--- config.mk ---
export PLATFORM = sky130hd
export DESIGN_NAME = set_assoc_refill_ctrl
export DESIGN_NICKNAME = d
export VERILOG_FILES = /design/src/rtl/set_assoc_refill_ctrl.sv
export SDC_FILE = /design/constraint.sdc
export NUM_CORES = 1
export LEC_CHECK = 0
export BUFFER_PORTS_ARGS = -buffer_cell sky130_fd_sc_hd__buf_4
export CORE_MARGIN = 4
export CORE_UTILIZATION = 30
export DETAILED_ROUTE_END_ITERATION = 16
export PLACE_DENSITY = 0.51
export SYNTH_ARGS = -nofsm -noshare
export SYNTH_HDL_FRONTEND = slang
export SYNTH_SLANG_ARGS = --single-unit
--- constraint.sdc ---
create_clock -name clk_i -period 41.7 [get_ports clk_i]
set_clock_uncertainty 0.2 [all_clocks]
set_input_delay 4.17 -clock clk_i [delete_from_list [all_inputs] [get_ports clk_i]]
set_output_delay 4.17 -clock clk_i [all_outputs]
set_load 0.005 [all_outputs]
--- src/rtl/set_assoc_refill_ctrl.sv ---
// Miss refill writer for a 2-way set-associative cache: fetch block, pick victim, write line, track LRU.
// Optional macro CRITICAL_WORD_FIRST_EN: fetch starts at the missed word (wrap order) and forwards it early.
module set_assoc_refill_ctrl #(
  parameter int ADDR_W  = 16,
  parameter int TAG_W   = 5,
  parameter int INDEX_W = 7,
  parameter int DATA_W  = 32,
  parameter int WORDS   = 4,
  parameter int TIMEOUT = 255
) (
  input  logic                                clk_i,
  input  logic                                rst_i,
  input  logic                                req_valid_i,
  input  logic [ADDR_W-1:0]                   req_addr_i,
  output logic                                req_ready_o,
  input  logic                                way0_valid_i,
  input  logic                                way1_valid_i,
  input  logic                                hit_i,
  input  logic                                hit_way_i,
  input  logic [INDEX_W-1:0]                  hit_index_i,
  output logic                                mem_req_o,
  output logic [ADDR_W-1:0]                   mem_addr_o,
  input  logic                                mem_gnt_i,
  input  logic                                mem_rvalid_i,
  input  logic [DATA_W-1:0]                   mem_rdata_i,
  output logic                                wr_en_o,
  output logic                                wr_way_o,
  output logic [INDEX_W-1:0]                  wr_index_o,
  output logic [1+TAG_W+WORDS*DATA_W-1:0]     wr_line_o,
  output logic                                fwd_valid_o,
  output logic [DATA_W-1:0]                   fwd_data_o,
  output logic                                done_o,
  output logic                                err_o
);
  localparam int WOFF_W = $clog2(WORDS);
  localparam int LSB_W  = WOFF_W + 2;
  localparam int LINE_W = 1 + TAG_W + WORDS * DATA_W;
  localparam int SETS   = 1 << INDEX_W;
  localparam int TMO_W  = $clog2(TIMEOUT + 1);
  localparam logic [TMO_W-1:0]  TMO_LAST  = TMO_W'(TIMEOUT - 1);
  localparam logic [WOFF_W-1:0] BEAT_LAST = WOFF_W'(WORDS - 1);
`ifdef CRITICAL_WORD_FIRST_EN
  localparam logic [ADDR_W-1:0] ADDR_MASK = ~ADDR_W'(3);
`else
  localparam logic [ADDR_W-1:0] ADDR_MASK = ~ADDR_W'((1 << LSB_W) - 1);
`endif

  typedef enum logic [2:0] {S_IDLE, S_REQ, S_FILL, S_WRITE, S_DONE, S_ERR} state_t;

  state_t                          state_q, state_d;
  logic [WOFF_W-1:0]               cnt_q, cnt_d, widx_s;
  logic [TMO_W-1:0]                tmo_q, tmo_d;
  logic [TAG_W-1:0]                tag_q, tag_d;
  logic [INDEX_W-1:0]              index_q, index_d;
  logic [WOFF_W-1:0]               off_q, off_d;
  logic                            victim_q, victim_d;
  logic [WORDS-1:0][DATA_W-1:0]    data_q, data_d;
  logic [SETS-1:0]                 lru_q, lru_d, lru_hit_s;
  logic                            req_ready_q, req_ready_d, mem_req_q, mem_req_d;
  logic [ADDR_W-1:0]               mem_addr_q, mem_addr_d;
  logic                            wr_en_q, wr_en_d, wr_way_q, wr_way_d;
  logic [INDEX_W-1:0]              wr_index_q, wr_index_d;
  logic [LINE_W-1:0]               wr_line_q, wr_line_d;
  logic                            fwd_valid_q, fwd_valid_d, done_q, done_d, err_q, err_d;
  logic [DATA_W-1:0]               fwd_data_q, fwd_data_d;

  // Next-state, datapath and registered-output computation.
  always_comb begin
    state_d    = state_q;
    cnt_d      = cnt_q;
    tmo_d      = tmo_q;
    tag_d      = tag_q;
    index_d    = index_q;
    off_d      = off_q;
    victim_d   = victim_q;
    data_d     = data_q;
    mem_addr_d = mem_addr_q;
`ifdef CRITICAL_WORD_FIRST_EN
    widx_s = off_q + cnt_q;
`else
    widx_s = cnt_q;
`endif
    case (state_q)
      S_IDLE: begin
        if (req_valid_i && req_ready_q) begin
          state_d    = S_REQ;
          tmo_d      = '0;
          cnt_d      = '0;
          tag_d      = req_addr_i[ADDR_W-1 -: TAG_W];
          index_d    = req_addr_i[LSB_W +: INDEX_W];
          off_d      = req_addr_i[2 +: WOFF_W];
          mem_addr_d = req_addr_i & ADDR_MASK;
          victim_d   = !way0_valid_i ? 1'b0 :
                       !way1_valid_i ? 1'b1 : lru_q[req_addr_i[LSB_W +: INDEX_W]];
        end else begin
          state_d = S_IDLE;
        end
      end
      S_REQ: begin
        if (mem_gnt_i) begin
          state_d = S_FILL;
          tmo_d   = '0;
        end else if (tmo_q == TMO_LAST) begin
          state_d = S_ERR;
        end else begin
          tmo_d = tmo_q + 1'b1;
        end
      end
      S_FILL: begin
        if (mem_rvalid_i) begin
          data_d[widx_s] = mem_rdata_i;
          tmo_d          = '0;
          cnt_d          = cnt_q + 1'b1;
          state_d        = (cnt_q == BEAT_LAST) ? S_WRITE : S_FILL;
        end else if (tmo_q == TMO_LAST) begin
          state_d = S_ERR;
        end else begin
          tmo_d = tmo_q + 1'b1;
        end
      end
      S_WRITE: state_d = S_DONE;
      S_DONE:  state_d = S_IDLE;
      S_ERR:   state_d = S_IDLE;
      default: state_d = S_IDLE;
    endcase

    // A line write to the same set overrides a coincident hit.
    lru_hit_s = lru_q;
    if (hit_i) begin
      lru_hit_s[hit_index_i] = ~hit_way_i;
    end else begin
      lru_hit_s = lru_q;
    end
    if (state_q == S_WRITE) begin
      lru_d           = lru_hit_s;
      lru_d[index_q]  = ~victim_q;
    end else begin
      lru_d = lru_hit_s;
    end

    req_ready_d = (state_d == S_IDLE);
    mem_req_d   = (state_d == S_REQ);
    done_d      = (state_d == S_DONE);
    err_d       = (state_d == S_ERR);
    wr_en_d     = (state_d == S_WRITE);
    wr_line_d   = '0;
    if (wr_en_d) begin
      wr_way_d   = victim_q;
      wr_index_d = index_q;
      wr_line_d[LINE_W-1]          = 1'b1;
      wr_line_d[LINE_W-2 -: TAG_W] = tag_q;
      for (int w = 0; w < WORDS; w++) begin
        wr_line_d[(WORDS-1-w)*DATA_W +: DATA_W] = data_d[w];
      end
    end else begin
      wr_way_d   = 1'b0;
      wr_index_d = '0;
    end
`ifdef CRITICAL_WORD_FIRST_EN
    fwd_valid_d = (state_q == S_FILL) && mem_rvalid_i && (cnt_q == '0);
    fwd_data_d  = fwd_valid_d ? mem_rdata_i : '0;
`else
    fwd_valid_d = done_d;
    fwd_data_d  = done_d ? data_q[off_q] : '0;
`endif
  end

  // State and output registers; reset discards any partial refill.
  always_ff @(posedge clk_i or posedge rst_i) begin
    if (rst_i) begin
      state_q     <= S_IDLE;
      cnt_q       <= '0;
      tmo_q       <= '0;
      tag_q       <= '0;
      index_q     <= '0;
      off_q       <= '0;
      victim_q    <= 1'b0;
      data_q      <= '0;
      lru_q       <= '0;
      req_ready_q <= 1'b0;
      mem_req_q   <= 1'b0;
      mem_addr_q  <= '0;
      wr_en_q     <= 1'b0;
      wr_way_q    <= 1'b0;
      wr_index_q  <= '0;
      wr_line_q   <= '0;
      fwd_valid_q <= 1'b0;
      fwd_data_q  <= '0;
      done_q      <= 1'b0;
      err_q       <= 1'b0;
    end else begin
      state_q     <= state_d;
      cnt_q       <= cnt_d;
      tmo_q       <= tmo_d;
      tag_q       <= tag_d;
      index_q     <= index_d;
      off_q       <= off_d;
      victim_q    <= victim_d;
      data_q      <= data_d;
      lru_q       <= lru_d;
      req_ready_q <= req_ready_d;
      mem_req_q   <= mem_req_d;
      mem_addr_q  <= mem_addr_d;
      wr_en_q     <= wr_en_d;
      wr_way_q    <= wr_way_d;
      wr_index_q  <= wr_index_d;
      wr_line_q   <= wr_line_d;
      fwd_valid_q <= fwd_valid_d;
      fwd_data_q  <= fwd_data_d;
      done_q      <= done_d;
      err_q       <= err_d;
    end
  end

  assign req_ready_o = req_ready_q;
  assign mem_req_o   = mem_req_q;
  assign mem_addr_o  = mem_addr_q;
  assign wr_en_o     = wr_en_q;
  assign wr_way_o    = wr_way_q;
  assign wr_index_o  = wr_index_q;
  assign wr_line_o   = wr_line_q;
  assign fwd_valid_o = fwd_valid_q;
  assign fwd_data_o  = fwd_data_q;
  assign done_o      = done_q;
  assign err_o       = err_q;
endmodule

Word level (Yosys, flattened, before mapping):

Index checks and enable logic that the tools add are counted.

* output and inout bits: 196
* register bits after elaboration: 475
* input port bits: 64
* word-level logic and storage cells: 93

* order comparisons: 8
* equality and inequality tests: 11
* bitwise operators: 2
* mux-type cells: 37
* reductions and logical operators: 11
* $add $sub $neg: 2

Operator list (number)
* 128-bit 2-to-1 mux: 4
* 128-bit bitwise mux: 3
* 134-bit 2-to-1 mux: 1
* 32-bit 2-to-1 mux: 3
* 32-bit binary-select mux with 2-bit select: 1
* 32-bit demux with 2-bit select: 1
* 8-bit 2-to-1 mux: 4
* 7-bit by 8-bit less-than comparator with 1-bit output, second input constant: 3
* 8-bit one-hot mux with 3 select lines: 1
* 1-bit demux with 7-bit select: 2
* 7-bit by 1-bit greater-or-equal comparator with 1-bit output, second input constant: 2
* 3-bit one-hot mux with 4 select lines: 1
* 3-bit by 2-bit equality test with 1-bit output, second input constant: 3
* 3-bit 2-to-1 mux: 3
* 8-bit by 1-bit adder with 8-bit output, second input constant: 1
* 8-bit equality test, second input constant: 1
* 1-bit 2-to-1 mux: 8
* 1-bit binary-select mux with 7-bit select: 1
* 7-bit 2-to-1 mux: 1
* 3-bit by 1-bit equality test with 1-bit output, second input constant: 2
* 3-bit equality test, second input constant: 2
* 3-bit zero test: 2
* 2-bit by 3-bit less-than comparator with 1-bit output, second input constant: 2
* 1-bit logical AND: 4
* 11 further kinds: 15

Depth between registers and ports, before layout:

* word-level depth: 8
* mapped depth: 10
* depth with buffers taken out: 9

Least setup slack after synthesis:

No wires, ideal clock.

* path kind: input to register
* start point: input req_addr_i[4]
* end point: register victim_q
* required time: 41.374 ns
* setup slack: 35.698 ns
* stages on the path: 6
* library setup time: 0.126 ns
* buffers on the path: 2
* arrival: 5.676 ns
* cells stage by stage: buf_4 -> buf_2 -> mux4_2 -> a211oi_1 -> a2111oi_0 -> o32a_1

* cells in the longest elaborated chain, start to end: 4

RTL lines
* start: declaration: line 14 `input logic [ADDR_W-1:0] req_addr_i,`
* 1-bit binary-select mux with 7-bit select: line 94 `!way1_valid_i ? 1'b1 : lru_q[req_addr_i[LSB_W +: INDEX_W]];`
* 1-bit 2-to-1 mux (not written as such): line 94
* 1-bit 2-to-1 mux: line 94
* 1-bit 2-to-1 mux: line 93 `victim_d = !way0_valid_i ? 1'b0 :`
* end signal: assignment: line 198 `victim_q <= victim_d;`
* end: declaration: line 56 `logic victim_q, victim_d;`

No other way between the ends. The select of a mux whose other input is x is not followed.
A chain may end at the register's enable or synchronous reset.

Worst setup path in the final report:

* start point: input mem_rvalid_i
* end point: register wr_line_q[105] (netlist: wr_line_o[105])

* cells in the longest elaborated chain, start to end: 4
* elaborated cells on any way between the ends: 6
* those cells by class: eq/ne (1); mux (5)

RTL lines
* start: declaration: line 24 `input logic mem_rvalid_i,`
* 3-bit 2-to-1 mux: line 110 `if (mem_rvalid_i) begin`
* 3-bit one-hot mux with 4 select lines: line 83 `case (state_q)`
* 3-bit by 2-bit equality test with 1-bit output: line 145 `wr_en_d = (state_d == S_WRITE);`
* 134-bit 2-to-1 mux (*): line 147 `if (wr_en_d) begin`
* named net wr_line_d[105]: line 63 `logic [LINE_W-1:0] wr_line_q, wr_line_d;`
* end signal: assignment: line 207 `wr_line_q <= wr_line_d;`
* end: declaration: line 63

The timed path passes the listed nets; every way through them passes the cells marked *.

==> qor.yml <==
status: "complete, no violations"
grt_pass1_wl_um: 99400
syn-cell-area_mm2: 0.0208
clk_pin_slew_ns: 0.06
crit_start: "mem_rvalid_i"
cts.sinks: 462
top_usage_layer: "met2"
layout.cells.non_filler: 2950
critPathSlowestCell: "buf_4"
synth_edf_count: 0
drt_iter0_markers: 1124
post_cts_resized: 0
grt_pass1_vias: 15600
fin_nets: 2045
synth_top_area_share_pct: 55.6
synth_common_cells: "dfrtp_1 (462), nand2_1 (195), nor2_1 (167)"
yosys.area.top_type: "dfrtp_1"
yosysUniqueCellTypes: 56
grt_max_degree: 169
path_buf_inv: 5
coreArea_mm2: 0.0687
ff2ff_setup_slack_ns: 38.00
power_density_mw_per_mm2: 57.7
setup-violations-final: 0
htreeDepth: 2
crit_type: "in2reg"
cp.depth: 9
vdd_drop_max_uv: 33.5
ys_seq_elements: 462
reg2reg_from: "state_q[2]$_DFF_PP0_"
cts_buffers: 53
relSlewSlack_pct: 20.8
slew_violations: 0
critPathCapture: "wr_line_o[105]$_DFF_PP0_"
grt_usage_pct: 17.3
netlist_instances: 1783
cts_tree: "done"
seq_area_mm2: 0.0116
fmax_mhz: 157
drv_cap: 0
clockBufferDepth: 3
drc_errors: 0
grt.overflow.total: 0
hold_buffers: 0
fp.dieH_um: 271
rows: 96
port_buffers: 253
cpPeakStageDelay_ns: 0.68
grt.met2_usage_pct: 28.6
cp_data_arrival_time_ns: 6.69
fin_crit_sh_pct: 15.3
avgSynthCellArea_um2: 11.7
path_cells: "buf_4 > nand2_1 > nor2_4 > buf_4 > nand2_1 > buf_4 > inv_2 > buf_4 > and2_1"
ys_async_sr_fraction_pct: 100
crit_top_cell: "buf_4"
critPathCaptureType: "flop"
wirelength_um: 64900
leakage_nw: 11.5
synth_top_flop_cell: "dfrtp_1"
dp.cells: 2851
tightest_slew_ns: 1.18
initial_core_util_pct: 30.3
met3_usage_pct: 3.34
yosysSeqAreaShare_pct: 55.6
hold_path_class: "reg2reg"
drive_gt1_share_pct: 27.8
yosysMostFrequentCell: "dfrtp_1"
fillCellCount: 6796
io_pins: 260
worst_skew_pair.late_latency_ns: 0.63
fp.dieArea_mm2: 0.0736
cp_max_fo: 97
first_pass_iters: 6
crit_family: "buffers and inverters"
die_w_um: 271
use_met1_pct: 23.1
gp_congestion: 0.819
setup_tns_ns: 0
synth_area_leaders: "dfrtp_1 (56%), mux4_2 (6.5%), mux2_2 (6.3%), and2_1 (3.9%), nand2_1 (3.5%)"
reg2regPathDepth: 5
syn_to_final_growth_pct: 21.7
start_kind: "input pin"
vias: 15100
yosysWarnings: 0
r2r-end: "lru_q[29]$_DFF_PP0_"
antenna_found_initial: 2
min_period_ns: 6.38
hold_viol: 0
critical_path_required_ns: 42.01
antenna_left: 0
post_drt_wl_per_cell_um: 22.0
cts_root_buf: "clkbuf_16"
dp.final_hpwl_um: 39400
rsz0062_at_grt: "false"
multi_input_area_mm2: 0.00861
viasPerCell: 5.10
post_cts_buffers: 0
[worst reg2reg max path, delay by kind of cell, from the launching register on]
| family | cells | cell delay [ns] |
|---|---|---|
| flip-flops | 1 | 0.52 |
| buffers and inverters | 1 | 0.73 |
| AO/OA/AOI/OAI | 2 | 0.65 |
| AND/OR/NAND/NOR | 2 | 1.49 |
[power by group]
group / switching [mW] / internal [mW]
clock: 0.197 / 0.287
sequential: 0.0761 / 0.548
combinational: 0.185 / 0.169
total: 0.458 / 1.00
[flip-flops by register name (all words and copies together) (netlist names), 3 cells and up]
register / cells
index_q: 6
state_q: 3
wr_index_o: 7
data_q: 128
lru_q: 128
wr_line_o: 133
tag_q: 5
tmo_q: 8
fwd_data_o: 32
[stage by stage]
step | instance area (µm²) | util (%) | setup slack, ns | power [mW] | hold WS, ns
2_1_floorplan | 20800 | - | 24.45 | 0.862 | 0.244
3_3_place_gp | 23500 | 34.2 | 34.74 | 0.976 | 0.253
3_5_place_dp | 23500 | 34.2 | 34.72 | 0.989 | 0.261
4_1_cts | 25300 | 36.8 | 35.37 | 1.48 | 0.275
5_1_grt | 25300 | 36.8 | 35.15 | 1.54 | 0.291
6_report | 25300 | 36.8 | 35.32 | 1.46 | 0.271
[cells by family (layout without fill, tap and decap cells)]
family / Yosys count / count (layout) / share of synthesized area [%]
simple gates: 621 / 621 / 14.5
flops: 462 / 462 / 55.6
mux: 247 / 247 / 16.2
buf+inv: 155 / 386 / 3.16
fa+ha+maj: 6 / 6 / 0.361
xor+xnor: 1 / 1 / 0.0421
other cells: 1 / 6 / 0.0180
compound gates: 290 / 290 / 10.1
[layer usage]
metal	wire length (µm)	share of wire, %	up-vias
met4	2020	3.1	0
met5	0	0	-
met2	31300	48	469
li1	-	-	6737
met1	27900	43	7736
met3	3700	5.7	114
[layout make-up]
| cell class | instances | share of cell area [%] |
|---|---|---|
| diodes | 2 | 0.0198 |
| clock buffers | 77 | 6.19 |
| clock inverters | 20 | 1.03 |
| inverters | 13 | 0.222 |
| multi-input cells | 1169 | 34.0 |
| flip-flops and latches | 462 | 45.7 |
| well taps | 931 | 4.60 |
| repair buffers | 276 | 8.23 |
[cells in the final DEF (no fill, tap or decap), drive strengths merged, types with 7 or more instances in the layout]
master / n
dfrtp: 462
buf: 276
nand2: 195
nor2: 168
and2: 128
mux2: 116
o31ai: 78
clkbuf: 77
mux2i: 71
o221ai: 70
mux4: 60
and3: 48
o21ai: 43
a21o: 33
a21oi: 29
nand3: 19
nor2b: 16
inv: 15
nand2b: 14
clkinv: 12
a31oi: 11
nor3: 10
nand4: 7
[worst min-delay path by stage]
| stage | start | endpoint | cells past startpoint |
|---|---|---|---|
| floorplan | data_q[100]$_DFF_PP0_ | data_q[100]$_DFF_PP0_ | 1 |
| CTS | data_q[108]$_DFF_PP0_ | data_q[108]$_DFF_PP0_ | 1 |
| global placement | data_q[99]$_DFF_PP0_ | data_q[99]$_DFF_PP0_ | 1 |
| global route | data_q[108]$_DFF_PP0_ | data_q[108]$_DFF_PP0_ | 1 |
| finish | data_q[108]$_DFF_PP0_ | data_q[108]$_DFF_PP0_ | 1 |
| detailed placement | data_q[108]$_DFF_PP0_ | data_q[108]$_DFF_PP0_ | 1 |
Note: power is estimated with default switching activity, not from simulation.
